--- config.mk ---
export PLATFORM = sky130hd
export DESIGN_NAME = instruction_dispatcher_flat
export DESIGN_NICKNAME = d
export VERILOG_FILES = /design/src/rtl/instruction_dispatcher_if.sv /design/src/rtl/instruction_dispatcher.sv /design/src/flat_wrapper.sv
export SDC_FILE = /design/constraint.sdc
export NUM_CORES = 1
export LEC_CHECK = 0
export ABC_AREA = 1
export CORE_MARGIN = 2
export CORE_UTILIZATION = 42
export DETAILED_ROUTE_END_ITERATION = 16
export PLACE_DENSITY = 0.91
export SLEW_MARGIN = 15
export SYNTH_ARGS = -nofsm -noshare
export SYNTH_HDL_FRONTEND = slang
export SYNTH_SLANG_ARGS = --single-unit
export TNS_END_PERCENT = 5
--- constraint.sdc ---
create_clock -name phi2 -period 2.2 [get_ports phi2]
set_input_delay 0.22 -clock phi2 [delete_from_list [all_inputs] [get_ports phi2]]
set_output_delay 0.22 -clock phi2 [all_outputs]
set_load 0.02 [all_outputs]
--- src/rtl/instruction_dispatcher_if.sv ---
// Host-side instruction bus: opcode/args/start going in, busy/pulses/results coming back.
// master = host (issues instructions), slave = dispatcher.
interface instruction_dispatcher_if;
  logic [7:0]  instruction;
  logic [87:0] arg_data;
  logic        instruction_start;
  logic        instruction_busy;
  logic        instruction_finished;
  logic        instruction_error;
  logic [7:0]  result_0;
  logic [7:0]  result_1;

  modport master (
    output instruction, arg_data, instruction_start,
    input  instruction_busy, instruction_finished, instruction_error, result_0, result_1
  );

  modport slave (
    input  instruction, arg_data, instruction_start,
    output instruction_busy, instruction_finished, instruction_error, result_0, result_1
  );
endinterface

--- src/rtl/instruction_dispatcher.sv ---
// Decodes a host opcode, starts one of three engines (text/gfx/pal) and reports its
// completion, error or timeout back to the host as single-cycle pulses.
//
// state  | meaning
// IDLE   | waiting for instruction_start
// WAIT   | selected engine started, watching its done and the timeout counter
// ERR    | opcode was invalid, error pulse follows on the next edge
// DONE   | finish/error pulse cycle; starts are ignored until IDLE next cycle
module instruction_dispatcher #(
  parameter logic [15:0] TIMEOUT_CYCLES = 16'd50000
) (
  input  logic                    phi2,
  input  logic                    reset,
  instruction_dispatcher_if.slave host,
  output logic [7:0]              cmd_opcode,
  output logic [87:0]             cmd_args,
  output logic                    text_start,
  output logic                    gfx_start,
  output logic                    pal_start,
  input  logic                    text_done,
  input  logic                    gfx_done,
  input  logic                    pal_done,
  input  logic                    text_err,
  input  logic                    gfx_err,
  input  logic                    pal_err,
  input  logic [15:0]             text_result,
  input  logic [15:0]             gfx_result,
  input  logic [15:0]             pal_result
);

  typedef enum logic [1:0] {S_IDLE, S_WAIT, S_ERR, S_DONE} state_t;
  typedef enum logic [1:0] {ENG_TEXT, ENG_GFX, ENG_PAL, ENG_NONE} eng_t;

  state_t      state, state_nxt;
  eng_t        sel, sel_nxt, dec_eng;
  logic [15:0] cnt, cnt_nxt;
  logic        busy, busy_nxt;
  logic        fin, fin_nxt;
  logic        err, err_nxt;
  logic [2:0]  starts, starts_nxt;
  logic [7:0]  res0, res0_nxt, res1, res1_nxt;
  logic [7:0]  opc_nxt;
  logic [87:0] args_nxt;
  logic        sel_done, sel_err;
  logic [15:0] sel_result;

  always_comb begin
    dec_eng = ENG_NONE;
    if (host.instruction <= 8'h04)
      dec_eng = ENG_TEXT;
    else if (host.instruction >= 8'h10 && host.instruction <= 8'h14)
      dec_eng = ENG_GFX;
    else if (host.instruction == 8'h20 || host.instruction == 8'h21)
      dec_eng = ENG_PAL;
  end

  // Only the engine that was started is observed; the others can pulse freely.
  always_comb begin
    sel_done   = 1'b0;
    sel_err    = 1'b0;
    sel_result = 16'h0000;
    case (sel)
      ENG_TEXT: begin sel_done = text_done; sel_err = text_err; sel_result = text_result; end
      ENG_GFX:  begin sel_done = gfx_done;  sel_err = gfx_err;  sel_result = gfx_result;  end
      ENG_PAL:  begin sel_done = pal_done;  sel_err = pal_err;  sel_result = pal_result;  end
      default:  ;
    endcase
  end

  always_comb begin
    state_nxt  = state;
    sel_nxt    = sel;
    cnt_nxt    = cnt;
    busy_nxt   = busy;
    fin_nxt    = 1'b0;
    err_nxt    = 1'b0;
    starts_nxt = 3'b000;
    res0_nxt   = res0;
    res1_nxt   = res1;
    opc_nxt    = cmd_opcode;
    args_nxt   = cmd_args;
    case (state)
      S_IDLE: begin
        if (host.instruction_start) begin
          opc_nxt  = host.instruction;
          args_nxt = host.arg_data;
          busy_nxt = 1'b1;
          sel_nxt  = dec_eng;
          cnt_nxt  = 16'h0000;
          case (dec_eng)
            ENG_TEXT: starts_nxt = 3'b001;
            ENG_GFX:  starts_nxt = 3'b010;
            ENG_PAL:  starts_nxt = 3'b100;
            default:  starts_nxt = 3'b000;
          endcase
          state_nxt = (dec_eng == ENG_NONE) ? S_ERR : S_WAIT;
        end
      end
      S_WAIT: begin
        // done is checked first so it beats a coincident timeout
        if (sel_done) begin
          busy_nxt  = 1'b0;
          state_nxt = S_DONE;
          if (sel_err) begin
            err_nxt = 1'b1;
          end else begin
            fin_nxt  = 1'b1;
            res0_nxt = sel_result[7:0];
            res1_nxt = sel_result[15:8];
          end
        end else if (cnt == TIMEOUT_CYCLES - 16'd1) begin
          err_nxt   = 1'b1;
          busy_nxt  = 1'b0;
          state_nxt = S_DONE;
        end else begin
          cnt_nxt = cnt + 16'd1;
        end
      end
      S_ERR: begin
        err_nxt   = 1'b1;
        busy_nxt  = 1'b0;
        state_nxt = S_DONE;
      end
      S_DONE: begin
        state_nxt = S_IDLE;
      end
      default: state_nxt = S_IDLE;
    endcase
  end

  always_ff @(posedge phi2) begin
    if (reset) begin
      state      <= S_IDLE;
      sel        <= ENG_NONE;
      cnt        <= 16'h0000;
      busy       <= 1'b0;
      fin        <= 1'b0;
      err        <= 1'b0;
      starts     <= 3'b000;
      res0       <= 8'h00;
      res1       <= 8'h00;
      cmd_opcode <= 8'h00;
      cmd_args   <= '0;
    end else begin
      state      <= state_nxt;
      sel        <= sel_nxt;
      cnt        <= cnt_nxt;
      busy       <= busy_nxt;
      fin        <= fin_nxt;
      err        <= err_nxt;
      starts     <= starts_nxt;
      res0       <= res0_nxt;
      res1       <= res1_nxt;
      cmd_opcode <= opc_nxt;
      cmd_args   <= args_nxt;
    end
  end

  assign host.instruction_busy     = busy;
  assign host.instruction_finished = fin;
  assign host.instruction_error    = err;
  assign host.result_0             = res0;
  assign host.result_1             = res1;
  assign text_start                = starts[0];
  assign gfx_start                 = starts[1];
  assign pal_start                 = starts[2];

endmodule

--- src/flat_wrapper.sv ---
// flat-port wrapper written by rule: the top's interface ports become plain ports
module instruction_dispatcher_flat 
#(
  parameter logic [15:0] TIMEOUT_CYCLES = 16'd50000
)
  (phi2, reset, cmd_opcode, cmd_args, text_start, gfx_start, pal_start, text_done, gfx_done, pal_done, text_err, gfx_err, pal_err, text_result, gfx_result, pal_result, host_instruction, host_arg_data, host_instruction_start, host_instruction_busy, host_instruction_finished, host_instruction_error, host_result_0, host_result_1);
  instruction_dispatcher_if host_i ();
  input  logic phi2;
  input  logic reset;
  output logic [7:0] cmd_opcode;
  output logic [87:0] cmd_args;
  output logic text_start;
  output logic gfx_start;
  output logic pal_start;
  input  logic text_done;
  input  logic gfx_done;
  input  logic pal_done;
  input  logic text_err;
  input  logic gfx_err;
  input  logic pal_err;
  input  logic [15:0] text_result;
  input  logic [15:0] gfx_result;
  input  logic [15:0] pal_result;
  input wire logic [$bits(host_i.instruction)-1:0] host_instruction;
  input wire logic [$bits(host_i.arg_data)-1:0] host_arg_data;
  input wire logic [$bits(host_i.instruction_start)-1:0] host_instruction_start;
  output wire logic [$bits(host_i.instruction_busy)-1:0] host_instruction_busy;
  output wire logic [$bits(host_i.instruction_finished)-1:0] host_instruction_finished;
  output wire logic [$bits(host_i.instruction_error)-1:0] host_instruction_error;
  output wire logic [$bits(host_i.result_0)-1:0] host_result_0;
  output wire logic [$bits(host_i.result_1)-1:0] host_result_1;
  assign host_i.instruction = host_instruction;
  assign host_i.arg_data = host_arg_data;
  assign host_i.instruction_start = host_instruction_start;
  assign host_instruction_busy = host_i.instruction_busy;
  assign host_instruction_finished = host_i.instruction_finished;
  assign host_instruction_error = host_i.instruction_error;
  assign host_result_0 = host_i.result_0;
  assign host_result_1 = host_i.result_1;
  instruction_dispatcher #(.TIMEOUT_CYCLES(TIMEOUT_CYCLES)) u_core (.phi2(phi2), .reset(reset), .host(host_i), .cmd_opcode(cmd_opcode), .cmd_args(cmd_args), .text_start(text_start), .gfx_start(gfx_start), .pal_start(pal_start), .text_done(text_done), .gfx_done(gfx_done), .pal_done(pal_done), .text_err(text_err), .gfx_err(gfx_err), .pal_err(pal_err), .text_result(text_result), .gfx_result(gfx_result), .pal_result(pal_result));
endmodule
## Word level (Yosys, flattened, before mapping)

Cells that the tools add are included.

| cells by class | value |
|---|---|
| divide/modulo/power cells | 0 |
| reduce and logical (&&, ||, !) cells | 14 |
| magnitude comparators | 3 |
| $mul | 0 |
| bitwise gates (word level) | 5 |
| mux-type cells | 25 |
| shift-type cells | 0 |
| add/subtract/negate cells | 1 |
| eq/ne operators | 15 |

Operators with widths:

| cell | count |
|---|---|
| $mux 16 | 3 |
| $pmux 16 s3 | 1 |
| $pmux 16 s2 | 1 |
| $add 16x1->16 const B | 1 |
| $eq 16x16->1 const B | 1 |
| $eq 8x6->1 const B | 2 |
| $mux 2 | 6 |
| $eq 2x2->1 const B | 5 |
| $pmux 1 s3 | 3 |
| $pmux 3 s3 | 1 |
| $ge 8x5->1 const B | 1 |
| $le 8x3->1 const B | 1 |
| $le 8x5->1 const B | 1 |
| $mux 1 | 8 |
| $pmux 2 s4 | 1 |
| $eq 2x1->1 const B | 3 |
| $logic_not 2->1 | 3 |
| $ne 2x2->1 const B | 3 |
| $reduce_and 3->1 | 2 |
| $reduce_or 3->1 | 2 |
| $not 1->1 | 5 |
| $reduce_and 2->1 | 2 |
| $reduce_and 4->1 | 1 |
| $ne 3x1->1 const B | 1 |
| other kinds (5) | 5 |

| word-level totals | value |
|---|---|
| bits in read-only memories | 0 |
| memories | 0 |
| RAM bits | 0 |
| latch bits | 0 |
| bits of input ports | 153 |
| flip-flop bits (word level) | 138 |
| logic and storage cells | 74 |

## Longest topological paths before layout

Gate-level depths: netlist of the first run.

| logic depth | value |
|---|---|
| word-level depth | 9 |
| depth in mapped cells | 10 |

## Worst setup path before layout of the first run

OpenSTA, ideal clock, no wires.

| path | value |
|---|---|
| path kind | register -> register |
| start | register u_core.state[1] |
| end | register u_core.cnt[0] |
| stages on the path, launching flop included | 9 |
| arrival time | 1.474 ns |
| setup time | 0.114 ns |
| setup slack | 0.612 ns |
| data required time | 2.086 ns |
| buffers on the path | 1 |
| cell sequence | dfxtp_1 > inv_1 > ha_1 > inv_1 > o21ai_2 > nand3_4 > buf_4 > a21oi_1 > nor2_1 |

| on the way | value |
|---|---|
| longest elaborated chain between the ends | 3 |
| elaborated cells between the ends (all ways) | 8 |

RTL lines:

| what | line | RTL |
|---|---|---|
| start: declaration | instruction_dispatcher.sv:34 | `state_t state, state_nxt;` |
| start signal: assignment | instruction_dispatcher.sv:145 | `state <= state_nxt;` |
| $eq 2x1->1 / $logic_not 2->1 (equally long branches) | instruction_dispatcher.sv:82 | `case (state)` |
| $ne 2x2->1 (no line) / $reduce_bool 2->1 (equally long branches) | -- |  |
| $reduce_and 4->1 (no line) | -- |  |
| end signal: assignment | instruction_dispatcher.sv:147 | `cnt <= cnt_nxt;` |
| end: declaration | instruction_dispatcher.sv:36 | `logic [15:0] cnt, cnt_nxt;` |

Several ways; a longest one is shown, not always the timed one.
A chain may end at the register's enable or synchronous reset.

## Worst setup path in the final report of the first run

| path | value |
|---|---|
| start | register u_core.cnt[0] |
| end | register u_core.cnt[1] |

| on the way | value |
|---|---|
| longest elaborated chain between the ends | 4 |
| elaborated cells between the ends (all ways) | 7 |

RTL lines:

| what | line | RTL |
|---|---|---|
| $add 16x1->16 | instruction_dispatcher.sv:116 | `cnt_nxt = cnt + 16'd1;` |
| $mux 16 | instruction_dispatcher.sv:111 | `end else if (cnt == TIMEOUT_CYCLES - 16'd1) begin` |
| $mux 16 | instruction_dispatcher.sv:101 | `if (sel_done) begin` |
| $pmux 16 s2 | instruction_dispatcher.sv:82 |  |

Several ways; a longest one is shown, not always the timed one. The select of a mux whose other input is x is not followed.

==> results of run 1 <==
-- sequential cells by signal, summed over array words and instances (netlist names) --
name                              count
u_core.host.result_0                  8
u_core.starts                         3
u_core.host.result_1                  8
u_core.cmd_args                      88
u_core.cnt                           16
u_core.cmd_opcode                     8
u_core.host.instruction_busy          1
u_core.host.instruction_error         1
u_core.sel                            2
u_core.state                          2
u_core.host.instruction_finished      1
-- synth_stat cells (3+ instances only) --
| library cell | count |
|---|---|
| nor2_1 | 238 |
| dfxtp_1 | 138 |
| o21ai_0 | 98 |
| nand2_1 | 87 |
| clkbuf_1 | 36 |
| inv_1 | 35 |
| a21oi_1 | 22 |
| nand3_1 | 17 |
| nand2_2 | 15 |
| a21oi_2 | 10 |
| a22o_1 | 10 |
| o22ai_2 | 9 |
| nand4_1 | 8 |
| o22ai_1 | 7 |
| a221oi_1 | 6 |
| ha_1 | 5 |
| xor2_1 | 5 |
| buf_2 | 4 |
| inv_2 | 4 |
| o21bai_1 | 3 |
-- cell families after synthesis --
kind of cell / count (synthesis)
flip-flops: 138
adder cells (fa/ha/maj): 5
buffers and inverters: 85
AO/OA/AOI/OAI: 168
AND/OR/NAND/NOR: 377
XOR/XNOR: 7
-- power by group through the flow --
stage | registers, mW | logic [mW] | clock network, mW
after floorplan | 4.05 | 1.59 | 0
after global placement | 3.39 | 3.91 | 0
after detailed placement | 3.43 | 3.98 | 0
after CTS | 3.39 | 4.03 | 2.91
after global routing | 3.46 | 4.36 | 3.03
final | 3.39 | 4.01 | 2.87
-- routing by layer --
metal | global-route usage, % | wire length, um
met1 | 26.86 | 7000
met2 | 43.37 | 9139
met3 | 10.27 | 1960
met4 | 10.56 | 513
met5 | 0 | 0
-- stage by stage --
stage / instances / power (mW) / worst slack (ns)
after floorplan: 780 / 5.644 / 0.6123
after global placement: 1193 / 7.296 / 0.3641
after detailed placement: 1193 / 7.412 / 0.2470
after CTS: 1225 / 10.32 / 0.2407
after global routing: 1225 / 10.85 / 0.04488
final: 1225 / 10.26 / 0.2407
-- path summary, 6_finish.rpt --
check,from,end,slack [ns],cells after the start
worst min register to register,u_core.cmd_args[21],u_core.cmd_args[21],0.48,2
worst min-delay path,host_instruction[4],u_core.starts[1],0.38,3
worst max-delay path,u_core.cnt[0],u_core.cnt[1],0.24,9
worst max register to register,u_core.cnt[0],u_core.cnt[1],0.24,9
-- critical path: stages, from the launching register on --
cell and delay [ns]:
dfxtp_1 0.40, ha_1 0.32, nand3_2 0.15, nor2_1 0.22, nand3_1 0.18, nand3_4 0.24
inv_4 0.15, nand2_1 0.08, nand2_1 0.05, nor2_1 0.09
-- layout make-up --
type | count | area, sq um | area share [%]
Clock buffer | 21 | 460.4 | 4.954
Clock inverter | 11 | 135.1 | 1.454
Inverter | 41 | 157.7 | 1.696
Multi-Input combinational cell | 557 | 2748 | 29.56
Sequential cell | 138 | 2763 | 29.73
Tap cell | 180 | 225.2 | 2.423
Timing Repair Buffer | 277 | 2805 | 30.18
==> impl_metrics.tcl, run 1 <==
set metrics [dict create \
    num_vias 6180 \
    cap_violations 0 \
    final.min_clock_period_ns 1.959 \
    yosysUniqueCellTypes 37 \
    tightest_slew_ns 0.6866 \
    post-route-cell-area_sq_um 9294 \
    die_area_sq_um 14940 \
    synth_mux_area_share_pct 0 \
    clkLatencyLatePin_ns 0.42 \
    async_flop_share_pct 0 \
    net-switching-power_mw 3.734 \
    drt-total-wl_um 18610 \
    place_area_sq_um 8698 \
    hold_viol 0 \
    synth_adder_area_share_pct 1.066 \
    p_clk_share_pct 27.9 \
    fp.dieW_um 122.2 \
    path_class "flop to flop" \
    critPathArrivalTime_ns 2.31 \
    final_core_util_pct 67.48 \
    drive_above_1_share_pct 8.517 \
    holdWs_ns 0.3835 \
    synth.top_cell.area_share_pct 47.07 \
    setup_viol 0 \
    power.density_nw_per_um2 1104 \
    cts_tree "yes" \
    grt_max_degree 94 \
    clock-sinks 138 \
    die_h_um 122.2 \
    cts-root-buf "clkbuf_16" \
    routedWlPerCell_um 15.19 \
    power.static_leakage_nw 3.576 \
    synth_edf_count 0 \
    vias_per_cell 5.045 \
    n_antenna_cell 0 \
    slew_viol_final 0 \
    synth_area_leaders "dfxtp_1, nor2_1, o21ai_0" \
    cts_resized 0 \
    cts_buffer_depth 2 \
    syn_to_final_growth_pct 58.35 \
    initial_core_util_pct 42.61 \
    critPathCaptureType "flop" \
    ant_nets 0 \
    syn_area_per_cell_sq_um 7.525 \
    synth_compound_area_share_pct 17.57 \
    ys.flop_type "dfxtp_1" \
    final_common_cell "clkdlybuf4s50_1" \
    overflow 0 \
    rsz0062_at_grt "false" \
    slew_headroom_pct 54.17 \
    fin_tns_setup_ns 0 \
    coreArea_sq_um 13770 \
    netlist_area_sq_um 5869 \
    antenna_found_initial 0 \
    synthesis.nets 938 \
    synth_top_family_by_area "simple AND/OR/NAND/NOR gates" \
    place_hpwl_um 13310 \
    synth_xor_area_share_pct 1.045 \
    status "complete, no violations" \
    swShare_pct 36.38 \
    seqPwrFrac_pct 33.0 \
    drcViolationCount 0 \
    nets 1190 \
    yosys.area.top_type "dfxtp_1" \
    cp-start-kind "flop" \
    cp.required_ns 2.55 \
    fin_crit_sh_pct 89.06 \
    fill_cells 1095 \
    critPathMaxFanout 19 \
    port_buffers 270 \
    clk_pin_slew_ns 0.06 \
    hold_class "input pin to flop" \
    cts_hold_buf 0 \
    drt_pre_antenna_iters 5 \
    post_cts_buffers 0 \
    finalWeightedCongestion 0.9074 \
    internal_power_mw 6.530 \
    numCtsBuffers 17 \
    syn_inst 780 \
    first_global_vias 6107 \
    max_freq_mhz 510.4 \
    layout_common_cells "clkdlybuf4s50_1, nor2_1, dfxtp_1, o21ai_0, nand2_1" \
    drt-initial-drc-count 356 \
    synth-seq-cells 138 \
    grt_pass1_wl_um 29540 \
    p_comb_share_pct 39.0 \
    grt_use_total_pct 25.03 \
    vdd_drop_max_uv 713.2 \
    rows 43 \
    synth_simple_gate_area_share_pct 27.09 \
    synth_warnings 0 \
    yosysSeqAreaShare_pct 47.07 \
    skew_ns 0.01421 \
    h-tree-depth 4 \
    io_pins 271 \
]
No activity file was read; power rests on OpenSTA's default activity.
==> run 2: changes to the inputs <==
--- a/config.mk
+++ b/config.mk
@@ -9,9 +9,9 @@
 export CORE_MARGIN = 2
 export CORE_UTILIZATION = 42
 export DETAILED_ROUTE_END_ITERATION = 16
-export PLACE_DENSITY = 0.91
+export PLACE_DENSITY_LB_ADDON = 0.2
 export SLEW_MARGIN = 15
 export SYNTH_ARGS = -nofsm -noshare
 export SYNTH_HDL_FRONTEND = slang
 export SYNTH_SLANG_ARGS = --single-unit
-export TNS_END_PERCENT = 5
+export TNS_END_PERCENT = 100
==> impl_metrics.tcl, run 2 (same netlist as run 1, synthesis figures left out) <==
set metrics [dict create \
    overflow 0 \
    p_comb_share_pct 38.7 \
    power.density_nw_per_um2 1107 \
    status "complete, no violations" \
    die_area_sq_um 14940 \
    syn_to_final_growth_pct 59.07 \
    slew_headroom_pct 51.27 \
    routedWlPerCell_um 14.53 \
    internal_power_mw 6.750 \
    max_freq_mhz 539.2 \
    top_register "u_core.cmd_args" \
    swShare_pct 34.68 \
    power.static_leakage_nw 3.597 \
    fin_tns_setup_ns 0 \
    power_mw 10.33 \
    clk_pin_slew_ns 0.05 \
    tightest_slew_ns 0.7301 \
    vias_per_cell 4.820 \
    cap_violations 0 \
    die_h_um 122.2 \
    clock-sinks 138 \
    p_clk_share_pct 28.7 \
    path_cells "inv_2 > nor2_2 > nand2_2 > nand4_4 > nor2_8 > buf_4 > o22ai_1" \
    post-route-cell-area_sq_um 9336 \
    drcViolationCount 0 \
    path_class "flop to flop" \
    place_hpwl_um 12420 \
    final_common_cell "clkdlybuf4s50_1" \
    finalWeightedCongestion 0.7891 \
    critPathCaptureType "flop" \
    reg2reg_setup_slack_ns 0.35 \
    n_antenna_cell 0 \
    numCtsBuffers 17 \
    slew_viol_final 0 \
    fin_crit_sh_pct 84.30 \
    hold_class "input pin to flop" \
    num_vias 5914 \
    cts-root-buf "clkbuf_16" \
    drt-initial-drc-count 295 \
    slowest_delay_ns 0.57 \
    largest_reg_flops 88 \
    net-switching-power_mw 3.584 \
    grt_pass1_wl_um 27810 \
    critPathMaxFanout 17 \
    h-tree-depth 4 \
    cts_hold_buf 0 \
    drive_above_1_share_pct 8.500 \
    cp_num_buf_inv 2 \
    rsz0062_at_grt "false" \
    cp-start-kind "flop" \
    final.min_clock_period_ns 1.854 \
    cts_resized 0 \
    reg_top3 "u_core.cmd_args (88), u_core.cnt (16)" \
    port_buffers 270 \
    drt_pre_antenna_iters 4 \
    antenna_found_initial 0 \
    grt_use_total_pct 23.95 \
    place_area_sq_um 8727 \
    io_pins 271 \
    cts_buffer_depth 2 \
    nets 1194 \
    seqPwrFrac_pct 32.6 \
    skew_ns 0.01103 \
    cp.required_ns 2.54 \
    rows 43 \
    cp_top_family "simple AND/OR/NAND/NOR gates" \
    fill_cells 1209 \
    coreArea_sq_um 13770 \
    clkLatencyLatePin_ns 0.42 \
    first_global_vias 5628 \
    ant_nets 0 \
    vdd_drop_max_uv 725.3 \
    hold_viol 0 \
    setup_viol 0 \
    grt_max_degree 95 \
    post_cts_buffers 0 \
    drt-total-wl_um 17830 \
    cts_tree "yes" \
    critPathArrivalTime_ns 2.20 \
    initial_core_util_pct 42.61 \
    layout_common_cells "clkdlybuf4s50_1, nor2_1, dfxtp_1, o21ai_0, nand2_1" \
    cp_slowest_cell "nor2_2" \
    fp.dieW_um 122.2 \
]
==> run 2: final timing paths <==
kind | startpoint | end | cells after the start
worst max-delay path | u_core.sel[0] | u_core.host.result_0[2] | 7
worst min-delay path | host_instruction[0] | u_core.cmd_opcode[0] | 3
worst max register to register | u_core.sel[0] | u_core.host.result_0[2] | 7
worst min register to register | u_core.cmd_args[45] | u_core.cmd_args[45] | 2
==> run 2: layout make-up <==
| cell class | instances | area (sq um) | area share, % |
|---|---|---|---|
| clock buffers | 23 | 467.9 | 5.012 |
| clock inverters | 7 | 141.4 | 1.514 |
| inverters | 41 | 156.4 | 1.675 |
| multi-input cells | 557 | 2748 | 29.43 |
| flip-flops and latches | 138 | 2763 | 29.59 |
| well taps | 180 | 225.2 | 2.412 |
| repair buffers | 281 | 2835 | 30.37 |
==> run 2: tightest hold or removal path: stages <==
cell and delay [ns]:
clkdlybuf4s50_1 0.39, inv_1 0.07, a21oi_1 0.06
==> run 2: power groups by stage <==
| stage | Combinational, mW | Sequential [mW] | Clock [mW] |
|---|---|---|---|
| after global routing | 4.36 | 3.44 | 3.14 |
| after global placement | 3.99 | 3.39 | 0 |
| after floorplan | 1.59 | 4.05 | 0 |
| after detailed placement | 4.01 | 3.42 | 0 |
| final | 4.00 | 3.37 | 2.97 |
| after CTS | 4.03 | 3.37 | 3.03 |
==> run 2: through the flow <==
stage | setup slack (ns) | hold slack, ns | cells | util (%)
floorplan | 0.6123 | 0.3584 | 780 | -
global placement | 0.4218 | 0.4605 | 1197 | 63.36
detailed placement | 0.3667 | 0.4702 | 1197 | 63.36
CTS | 0.3606 | 0.3612 | 1227 | 67.79
global route | 0.2409 | 0.4004 | 1227 | 67.79
finish | 0.3455 | 0.3771 | 1227 | 67.79
==> run 2: layer usage <==
layer | wire (um) | global-route usage [%] | vias up
li1 | - | - | 3039
met1 | 7032 | 26.18 | 2626
met2 | 8390 | 40.14 | 220
met3 | 1964 | 11.52 | 29
met4 | 437 | 9.124 | 0
met5 | 0 | 0 | -
==> run 3: changes to the inputs <==
==> constraint.sdc (replaced) <==
create_clock -name phi2 -period 1.9 [get_ports phi2]
set_input_delay 0.19 -clock phi2 [delete_from_list [all_inputs] [get_ports phi2]]
set_output_delay 0.19 -clock phi2 [all_outputs]
set_load 0.02 [all_outputs]
==> impl_metrics.tcl, run 3 (same netlist as run 1, synthesis figures left out) <==
set metrics [dict create \
    status "complete, no violations" \
    wl_met1_um 6925 \
    critPathCaptureType "flop" \
    fill_cells 1205 \
    hold_viol 0 \
    grt_use_total_pct 23.49 \
    power.density_nw_per_um2 1258 \
    wl_met3_um 1867 \
    initial_core_util_pct 42.61 \
    drt-total-wl_um 17650 \
    num_vias 5925 \
    tightest_slew_ns 0.4608 \
    final_cells 1231 \
    drt-initial-drc-count 386 \
    path_cells "inv_1 > ha_1 > inv_1 > o21ai_2 > nand3_4 > inv_6 > nand2_1 > nand2_1 > nor2_1" \
    antenna_found_initial 0 \
    final_common_cell "clkdlybuf4s50_1" \
    clock-sinks 138 \
    net-switching-power_mw 4.130 \
    critPathArrivalTime_ns 2.00 \
    grt_max_degree 94 \
    die_h_um 122.2 \
    cp-start-kind "flop" \
    ant_nets 0 \
    place_worst_setup_slack_ns -0.03267 \
    seqPwrFrac_pct 33.2 \
    finalWeightedCongestion 0.8067 \
    max_freq_mhz 587.4 \
    slew_viol_final 0 \
    port_buffers 270 \
    place_hpwl_um 12380 \
    largest_reg_flops 88 \
    nets 1197 \
    hold_class "input pin to flop" \
    slew_headroom_pct 69.21 \
    drive_above_1_share_pct 8.944 \
    setup_viol 0 \
    cp.required_ns 2.19 \
    vias_per_cell 4.813 \
    vdd_drop_max_uv 739.2 \
    clkLatencyLatePin_ns 0.42 \
    routedWlPerCell_um 14.33 \
    syn_to_final_growth_pct 59.33 \
    n_antenna_cell 0 \
    hold_depth 3 \
    drcViolationCount 0 \
    fp.dieW_um 122.2 \
    cp_num_buf_inv 3 \
    reg_top3 "u_core.cmd_args (88), u_core.cnt (16)" \
    die_area_sq_um 14940 \
    final-seq-area_sq_um 2763 \
    first_global_vias 5495 \
    ff2ff_path_depth 9 \
    critPathMaxFanout 15 \
    path_class "flop to flop" \
    wl_met2_um 8439 \
    cts_tree "yes" \
    cts_hold_buf 0 \
    crit_cells 9 \
    numCtsBuffers 17 \
    fin_crit_sh_pct 89.60 \
    drt_pre_antenna_iters 4 \
    p_clk_share_pct 27.4 \
    cp_top_family "buffers and inverters" \
    internal_power_mw 7.632 \
    rows 43 \
    cts-root-buf "clkbuf_16" \
    fin_ws_ns 0.1976 \
    top_register "u_core.cmd_args" \
    clk_pin_slew_ns 0.06 \
    dp.cells 1198 \
    swShare_pct 35.11 \
    cap_violations 0 \
    overflow 0 \
    reg2reg_setup_slack_ns 0.20 \
    h-tree-depth 4 \
    final_core_util_pct 67.90 \
    io_pins 271 \
    p_comb_share_pct 39.4 \
    skew_ns 0.005241 \
    power_mw 11.76 \
    coreArea_sq_um 13770 \
    rsz0062_at_grt "false" \
    final.min_clock_period_ns 1.702 \
    grt_pass1_wl_um 27190 \
    cp_slowest_cell "dfxtp_1" \
    power.static_leakage_nw 3.603 \
    cts_buffer_depth 2 \
    top_layer_used "met4" \
    multi_input_area_sq_um 2753 \
    layout_common_cells "clkdlybuf4s50_1, nor2_1, dfxtp_1, o21ai_0, nand2_1" \
    slowest_delay_ns 0.33 \
]
## run 3: area by class of cell
type / instances / share of cell area (%)
repair buffers: 284 / 30.69
flip-flops and latches: 138 / 29.54
multi-input cells: 557 / 29.44
clock buffers: 24 / 5.258
well taps: 180 / 2.408
inverters: 41 / 1.699
clock inverters: 7 / 0.9633
## run 3: worst paths after layout
kind	start	endpoint
max	u_core.state[1]	u_core.cnt[1]
max reg2reg	u_core.state[1]	u_core.cnt[1]
min reg2reg	u_core.cmd_args[80]	u_core.cmd_args[80]
min	host_instruction[0]	u_core.cmd_opcode[0]
## run 3: metrics by stage
stage | instance area [sq um] | TNS, ns | hold WS [ns]
2_1_floorplan | 5869 | 0 | 0.3284
3_3_place_gp | 8747 | 0 | 0.4603
3_5_place_dp | 8747 | -0.1822 | 0.4717
4_1_cts | 9334 | 0 | 0.3265
5_1_grt | 9351 | 0 | 0.3471
6_report | 9351 | 0 | 0.3490
## run 3: layer usage
layer	track usage, %	up-vias
met4	10.13	0
met3	10.41	28
met1	25.85	2632
met2	39.27	214
li1	-	3051
met5	0	-
## run 3: repair_timing
item                                    4_1_cts  5_1_grt
endpoints found under the hold margin         0        0
endpoints found under the setup margin       16        4
pin swaps                                     0        1
buffers inserted                              0        2
resized for setup                             1        1
## run 3: tightest hold or removal path, cell delays in order
cell             delay (ns)
clkdlybuf4s50_1        0.39
inv_1                  0.08
a21oi_1                0.06
## run 3: power by group through the flow
stage          sequential [mW]  clock, mW  combinational, mW
2_1_floorplan             4.69          0               1.84
3_3_place_gp              3.93          0               4.62
3_5_place_dp              3.96          0               4.64
5_1_grt                   3.99       3.43               5.05
6_report                  3.91       3.22               4.63
4_1_cts                   3.91       3.30               4.66
